<file path="src/rtl/tva_pkg.sv">
// Shared definitions for the flat-bus matrix datapath: the streaming state
// encoding and the single source of truth for how an element (r,c) is packed
// into a wide SEQ_LEN x EMB_DIM bus.
package tva_pkg;

  typedef enum logic [1:0] {
    S_IDLE   = 2'd0,
    S_STREAM = 2'd1,
    S_DONE   = 2'd2
  } stream_state_e;

  // Base bit of element (r,c) in a row-major flat matrix bus.
  function automatic int flat_lsb(input int r, input int c,
                                  input int emb_dim, input int data_width);
    return (r * emb_dim + c) * data_width;
  endfunction

endpackage

</file>
<file path="src/rtl/rc_counter.sv">
// Row-major (row, column) position counter. Clear has priority over advance;
// the counter parks on the final element instead of wrapping, so the owner
// decides what happens after the last position.
module rc_counter #(
  parameter int ROWS = 8,
  parameter int COLS = 8,
  parameter int RW   = (ROWS > 1) ? $clog2(ROWS) : 1,
  parameter int CW   = (COLS > 1) ? $clog2(COLS) : 1
) (
  input  logic          clk,
  input  logic          rst_n,
  input  logic          clr_i,
  input  logic          adv_i,
  output logic [RW-1:0] row_o,
  output logic [CW-1:0] col_o,
  output logic          last_col_o,
  output logic          last_o
);

  localparam logic [RW-1:0] ROW_MAX = RW'(ROWS - 1);
  localparam logic [CW-1:0] COL_MAX = CW'(COLS - 1);

  logic [RW-1:0] row_q, row_d;
  logic [CW-1:0] col_q, col_d;
  logic          last_col_s;
  logic          last_s;

  // Decode end-of-row and end-of-matrix from the registered position.
  always_comb begin
    last_col_s = (col_q == COL_MAX);
    last_s     = last_col_s && (row_q == ROW_MAX);
  end

  // Next position: clear, step row-major, or hold (including at the end).
  always_comb begin
    row_d = row_q;
    col_d = col_q;
    if (clr_i) begin
      row_d = '0;
      col_d = '0;
    end else if (adv_i && !last_s) begin
      if (last_col_s) begin
        col_d = '0;
        row_d = row_q + RW'(1);
      end else begin
        col_d = col_q + CW'(1);
      end
    end else begin
      row_d = row_q;
      col_d = col_q;
    end
  end

  // Position registers.
  always_ff @(posedge clk or negedge rst_n) begin
    if (!rst_n) begin
      row_q <= '0;
      col_q <= '0;
    end else begin
      row_q <= row_d;
      col_q <= col_d;
    end
  end

  assign row_o      = row_q;
  assign col_o      = col_q;
  assign last_col_o = last_col_s;
  assign last_o     = last_s;

endmodule

</file>
<file path="src/rtl/mat_stream_out.sv">
// Snapshots a whole flat SEQ_LEN x EMB_DIM matrix on start and streams it out
// row-major, one element per valid/ready handshake, with row-end and
// matrix-end markers and a one-cycle done pulse. Outputs depend only on
// registered state, so m_ready never reaches an output combinationally.
module mat_stream_out
  import tva_pkg::*;
#(
  parameter  int DATA_WIDTH = 16,
  parameter  int SEQ_LEN    = 8,
  parameter  int EMB_DIM    = 8,
  localparam int MAT_W      = DATA_WIDTH * SEQ_LEN * EMB_DIM,
  localparam int RW         = (SEQ_LEN > 1) ? $clog2(SEQ_LEN) : 1,
  localparam int CW         = (EMB_DIM > 1) ? $clog2(EMB_DIM) : 1
) (
  input  logic                  clk,
  input  logic                  rst_n,
  input  logic                  start,
  input  logic [MAT_W-1:0]      mat_in,
  output logic                  busy,
  output logic                  done,
  output logic [DATA_WIDTH-1:0] m_data,
  output logic                  m_valid,
  input  logic                  m_ready,
  output logic [RW-1:0]         m_row,
  output logic [CW-1:0]         m_col,
  output logic                  m_last_col,
  output logic                  m_last
);

  stream_state_e   state_q, state_d;
  logic [MAT_W-1:0] buf_q, buf_d;
  logic            valid_q;
  logic            done_q;

  logic            clr_s;
  logic            adv_s;
  logic [RW-1:0]   row_s;
  logic [CW-1:0]   col_s;
  logic            last_col_s;
  logic            last_s;
  logic [DATA_WIDTH-1:0] elem_s;

  rc_counter #(
    .ROWS (SEQ_LEN),
    .COLS (EMB_DIM),
    .RW   (RW),
    .CW   (CW)
  ) u_rc_counter (
    .clk        (clk),
    .rst_n      (rst_n),
    .clr_i      (clr_s),
    .adv_i      (adv_s),
    .row_o      (row_s),
    .col_o      (col_s),
    .last_col_o (last_col_s),
    .last_o     (last_s)
  );

  // Stream control: capture on start when idle or just finished, advance on
  // each handshake, and leave on the handshake of the final element. The
  // counter is cleared on that final handshake so it never wraps.
  always_comb begin
    state_d = state_q;
    buf_d   = buf_q;
    clr_s   = 1'b0;
    adv_s   = 1'b0;
    case (state_q)
      S_IDLE: begin
        if (start) begin
          buf_d   = mat_in;
          clr_s   = 1'b1;
          state_d = S_STREAM;
        end else begin
          state_d = S_IDLE;
        end
      end
      S_STREAM: begin
        if (m_ready) begin
          adv_s = 1'b1;
          if (last_s) begin
            clr_s   = 1'b1;
            state_d = S_DONE;
          end else begin
            state_d = S_STREAM;
          end
        end else begin
          state_d = S_STREAM;
        end
      end
      S_DONE: begin
        if (start) begin
          buf_d   = mat_in;
          clr_s   = 1'b1;
          state_d = S_STREAM;
        end else begin
          state_d = S_IDLE;
        end
      end
      default: begin
        state_d = S_IDLE;
      end
    endcase
  end

  // State, snapshot buffer and registered valid/done flags.
  always_ff @(posedge clk or negedge rst_n) begin
    if (!rst_n) begin
      state_q <= S_IDLE;
      buf_q   <= '0;
      valid_q <= 1'b0;
      done_q  <= 1'b0;
    end else begin
      state_q <= state_d;
      buf_q   <= buf_d;
      valid_q <= (state_d == S_STREAM);
      done_q  <= (state_d == S_DONE);
    end
  end

  // Select the current element out of the snapshot using the shared packing rule.
  always_comb begin
    elem_s = buf_q[flat_lsb(int'(row_s), int'(col_s), EMB_DIM, DATA_WIDTH) +: DATA_WIDTH];
  end

  assign m_data     = elem_s;
  assign m_valid    = valid_q;
  assign busy       = valid_q;
  assign done       = done_q;
  assign m_row      = row_s;
  assign m_col      = col_s;
  assign m_last_col = valid_q & last_col_s;
  assign m_last     = valid_q & last_s;

endmodule
</file>
<file path="config.mk">
export PLATFORM = sky130hd
export DESIGN_NAME = mat_stream_out
export DESIGN_NICKNAME = d
export VERILOG_FILES = /design/src/rtl/tva_pkg.sv /design/src/rtl/rc_counter.sv /design/src/rtl/mat_stream_out.sv
export SDC_FILE = /design/constraint.sdc
export NUM_CORES = 2
export LEC_CHECK = 0
export BUFFER_PORTS_ARGS = -buffer_cell sky130_fd_sc_hd__buf_2
export CORE_AREA = 2 2 409 411
export CTS_CLUSTER_DIAMETER = 200
export DETAILED_ROUTE_END_ITERATION = 16
export DIE_AREA = 0 0 411 413
export HOLD_SLACK_MARGIN = 0.1
export SLEW_MARGIN = 20
export SYNTH_ARGS = -nofsm -noshare
export SYNTH_HDL_FRONTEND = slang
export SYNTH_SLANG_ARGS = --single-unit
export TNS_END_PERCENT = 10
</file>
<file path="constraint.sdc">
create_clock -name clk -period 2.86 [get_ports clk]
set_input_delay 0.286 -clock clk [delete_from_list [all_inputs] [get_ports clk]]
set_output_delay 0.286 -clock clk [all_outputs]
set_load 0.05 [all_outputs]
</file>
==> impl_metrics.py <==
metrics = {
    "synth": {
        "async_flop_share_pct": 100,
        "synthFlopType": "dfrtp_1",
        "synth_top_cell_by_area": "dfrtp_1",
        "synth.distinct_cells": 48,
        "synth_common_cells": "1080 x mux2_2, 1034 x dfrtp_1, 200 x mux4_2, 105 x buf_2, 57 x mux2i_1",
        "yosysWarnings": 0,
        "yosysMostFrequentCell": "mux2_2",
        "synth_cells": 2904,
        "synthTopCellsByArea": "dfrtp_1 55%, mux2_2 26%, mux4_2 9.6%",
        "synthesis.area_sq_mm": 0.0467,
        "postSynthAreaPerCell_sq_um": 16.1,
        "yosysSeqAreaShare_pct": 55.4,
        "syn-num-nets": 3936,
        "netlist.area_leader.share_pct": 55.4,
        "synth-seq-cells": 1034,
        "synth_edf_count": 0,
    },
    "clock_network": {
        "clkTransAtPathRegs_ns": 0.06,
        "worstSkewPairLatency_ns": 0.78,
        "cts_tree": "done",
        "h-tree-depth": 3,
        "clock_path_buffers": 3,
        "clock_sinks": 1034,
        "cts_root_buf": "clkbuf_16",
        "cts_made_buffers": 117,
    },
    "worst_setup_path": {
        "worstPathRequired_ns": 2.57,
        "timing.critical_path.buf_inv": 5,
        "max_stage_delay_ns": 0.53,
        "critical_path_class": "flop to output port",
        "startpoint_type": "flop",
        "cp_cell_sequence": "buf_12, buf_16, buf_12, mux4_2, mux2i_2, o22ai_2, nor2_4, buf_6, nand3_4, buf_8",
        "worst_setup_path_end_kind": "output port",
        "critical_path.slowest_cell": "mux4_2",
        "crit_path_max_fanout": 6,
        "critical-path-top-delay-family": "buffers and inverters",
        "path_common_cell": "buf_12",
        "reg2regPathDepth": 11,
        "arrival_ns": 3.47,
        "path_depth": 10,
    },
    "global_route": {
        "grt_max_degree": 122,
        "grt_first_pass_wirelength_microns": 278000,
        "grt_antenna_before_repair": 84,
        "grt_use_total_pct": 22.7,
        "overflow": 0,
        "grt_pass1_vias": 39600,
    },
    "status": {
        "status": "finished, violations left",
        "violations": "setup timing",
    },
    "route": {
        "wl_per_cell_microns": 26.3,
        "drtIter0Drc": 2295,
        "wl_met2_microns": 95400,
        "wl_met1_microns": 79500,
        "firstDrtPassIters": 7,
        "drt_wl_total_microns": 197000,
        "viasPerCell": 4.85,
        "detail-route-antenna-nets": 0,
        "met3WireLength_microns": 12500,
        "vias": 36500,
        "dr.max_layer_used": "met5",
        "remaining_drc_errors": 0,
    },
    "cells_and_area": {
        "drive_above_1_share_pct": 55.0,
        "stdcell_count": 7521,
        "syn_to_final_growth_pct": 53.7,
        "fillers": 14800,
        "finish.net_count": 6194,
    },
    "sta": {
        "worst_slew_pin_slew_ns": 0.722,
        "hold_viol_final": 0,
        "fin_crit_sh_pct": 131,
        "fin_skew_ns": 0.0357,
        "slew_violations": 0,
        "fin_crit_ns": 3.76,
        "fmax_ghz": 0.266,
        "setup_viol": 18,
        "relSlewSlack_pct": 51.9,
        "setup_ws_ns": -0.899,
        "rsz0062_at_grt": "true",
    },
    "worst_hold_path": {
        "min_path_type": "input pin to flop",
        "min_path_cells": 4,
    },
    "run": {
        "cap_violations": 0,
    },
    "pwr": {
        "sequentialPowerShare_pct": 35.6,
        "clock_power_share_pct": 23.1,
        "switching_share_pct": 33.8,
        "p_per_area_mw_per_mm2": 934,
        "power.leakage_nw": 30.5,
        "power_mw": 67.0,
        "internal_power_mw": 44.4,
        "p_sw_mw": 22.7,
        "ir_drop_mv": 0.790,
        "p_comb_share_pct": 41.3,
    },
    "place": {
        "port_buffers": 1054,
        "dpl.cell_count": 6196,
        "place_congestion": 0.889,
        "dp_hpwl_microns": 146000,
    },
    "die": {
        "die_area_sq_mm": 0.170,
        "core_region_area_sq_mm": 0.166,
        "initial_utilization_pct": 28.2,
        "boundaryPins": 1055,
        "die_y_microns": 413,
        "die_w_microns": 411,
        "rows": 150,
    },
}
worst reg2reg max path, delay by kind of cell (launching register included):
kind / cells / cell delay (ns)
simple gates: 4 / 0.79
buf+inv: 4 / 0.62
flops: 1 / 0.54
fa+ha+maj: 2 / 0.36
mux: 1 / 0.10
through the flow:
stage / hold WS [ns] / setup WS [ns] / util (%) / setup TNS [ns] / cell area [sq um]
2_1_floorplan: -0.00959 / 0.0259 / - / 0 / 46700
3_3_place_gp: 0.367 / -1.27 / 33.9 / -8.77 / 56300
3_5_place_dp: 0.361 / -1.24 / 33.9 / -7.77 / 56300
4_1_cts: 0.103 / -1.03 / 43.0 / -15.75 / 71400
5_1_grt: 0.152 / -1.00 / 43.2 / -15.44 / 71700
6_report: 0.195 / -0.899 / 43.3 / -12.99 / 71800
power groups by stage:
| stage | Clock, mW | Combinational (mW) | Sequential, mW |
|---|---|---|---|
| floorplan | 0 | 14.6 | 22.3 |
| global placement | 0 | 24.4 | 23.9 |
| detailed placement | 0 | 24.7 | 24.0 |
| CTS | 15.8 | 27.6 | 23.8 |
| global route | 16.4 | 29.2 | 24.5 |
| finish | 15.5 | 27.7 | 23.8 |
per-layer routing:
| metal | track usage (%) | vias to the layer above |
|---|---|---|
| met5 | 0 | - |
| met4 | 10.1 | 44 |
| met3 | 5.21 | 569 |
| met2 | 37.7 | 1496 |
| met1 | 28.0 | 18800 |
| li1 | - | 15600 |
placed cells by master (no fill, tap or decap), drive strengths merged, types with 8 or more instances in the layout:
cell,netlist,routed
buf,162,1319
mux2,1080,1080
dfrtp,1034,1034
dlygate4sd3,0,1026
mux4,219,219
clkbuf,45,176
diode,0,58
mux2i,57,57
o22ai,56,56
nand2,33,33
nand3,32,32
a22oi,29,29
clkinv,0,22
nor2,22,22
a31oi,10,10
nand2b,8,8
nand3b,8,8
o21ai,8,8
bufinv,0,8
o221ai,8,8
inv,2,8
worst paths after layout:
kind,slack (ns),endpoint,startpoint
min,0.19,buf_q[395],start
min in group asynchronous,0.22,buf_q[395],rst_n
max reg2reg,0.31,u_rc_counter.row_o[0],u_rc_counter.col_o[0]
max,-0.90,m_data[3],u_rc_counter.col_o[0]
min reg2reg,0.48,done,state_q[1]
max in group asynchronous,1.54,buf_q[460],rst_n
what timing repair did:
action                                   CTS  global route
setup buffers                             15            14
hold buffers                            1026             0
hold endpoints to repair                1654             0
pin swaps                                 16            13
endpoints found under the setup margin    18            18
resized for setup                        133            42
gates cloned                               3             0
registers in the layout, indices dropped and copies added, names as in the netlist:
signal,count
u_rc_counter.col_o,3
buf_q,1024
done,1
busy,1
state_q,2
u_rc_counter.row_o,3
kinds of logic after synthesis:
group / Yosys count / share of synthesized area [%]
buf+inv: 209 / 2.56
simple gates: 153 / 1.75
compound gates: 148 / 2.22
fa+ha+maj: 4 / 0.107
mux: 1356 / 38.0
flops: 1034 / 55.4
layout make-up:
class                   count  area [sq um]  share of cell area (%)
well taps                2204          2760                    3.84
clock inverters            41           508                   0.708
clock buffers             175          3430                    4.77
multi-input cells        1661         20300                    28.3
diodes                     58           145                   0.202
inverters                   2          7.51                  0.0105
repair buffers           2346         18800                    26.1
flip-flops and latches   1034         25900                    36.1
No activity file was read; power rests on OpenSTA's default activity.
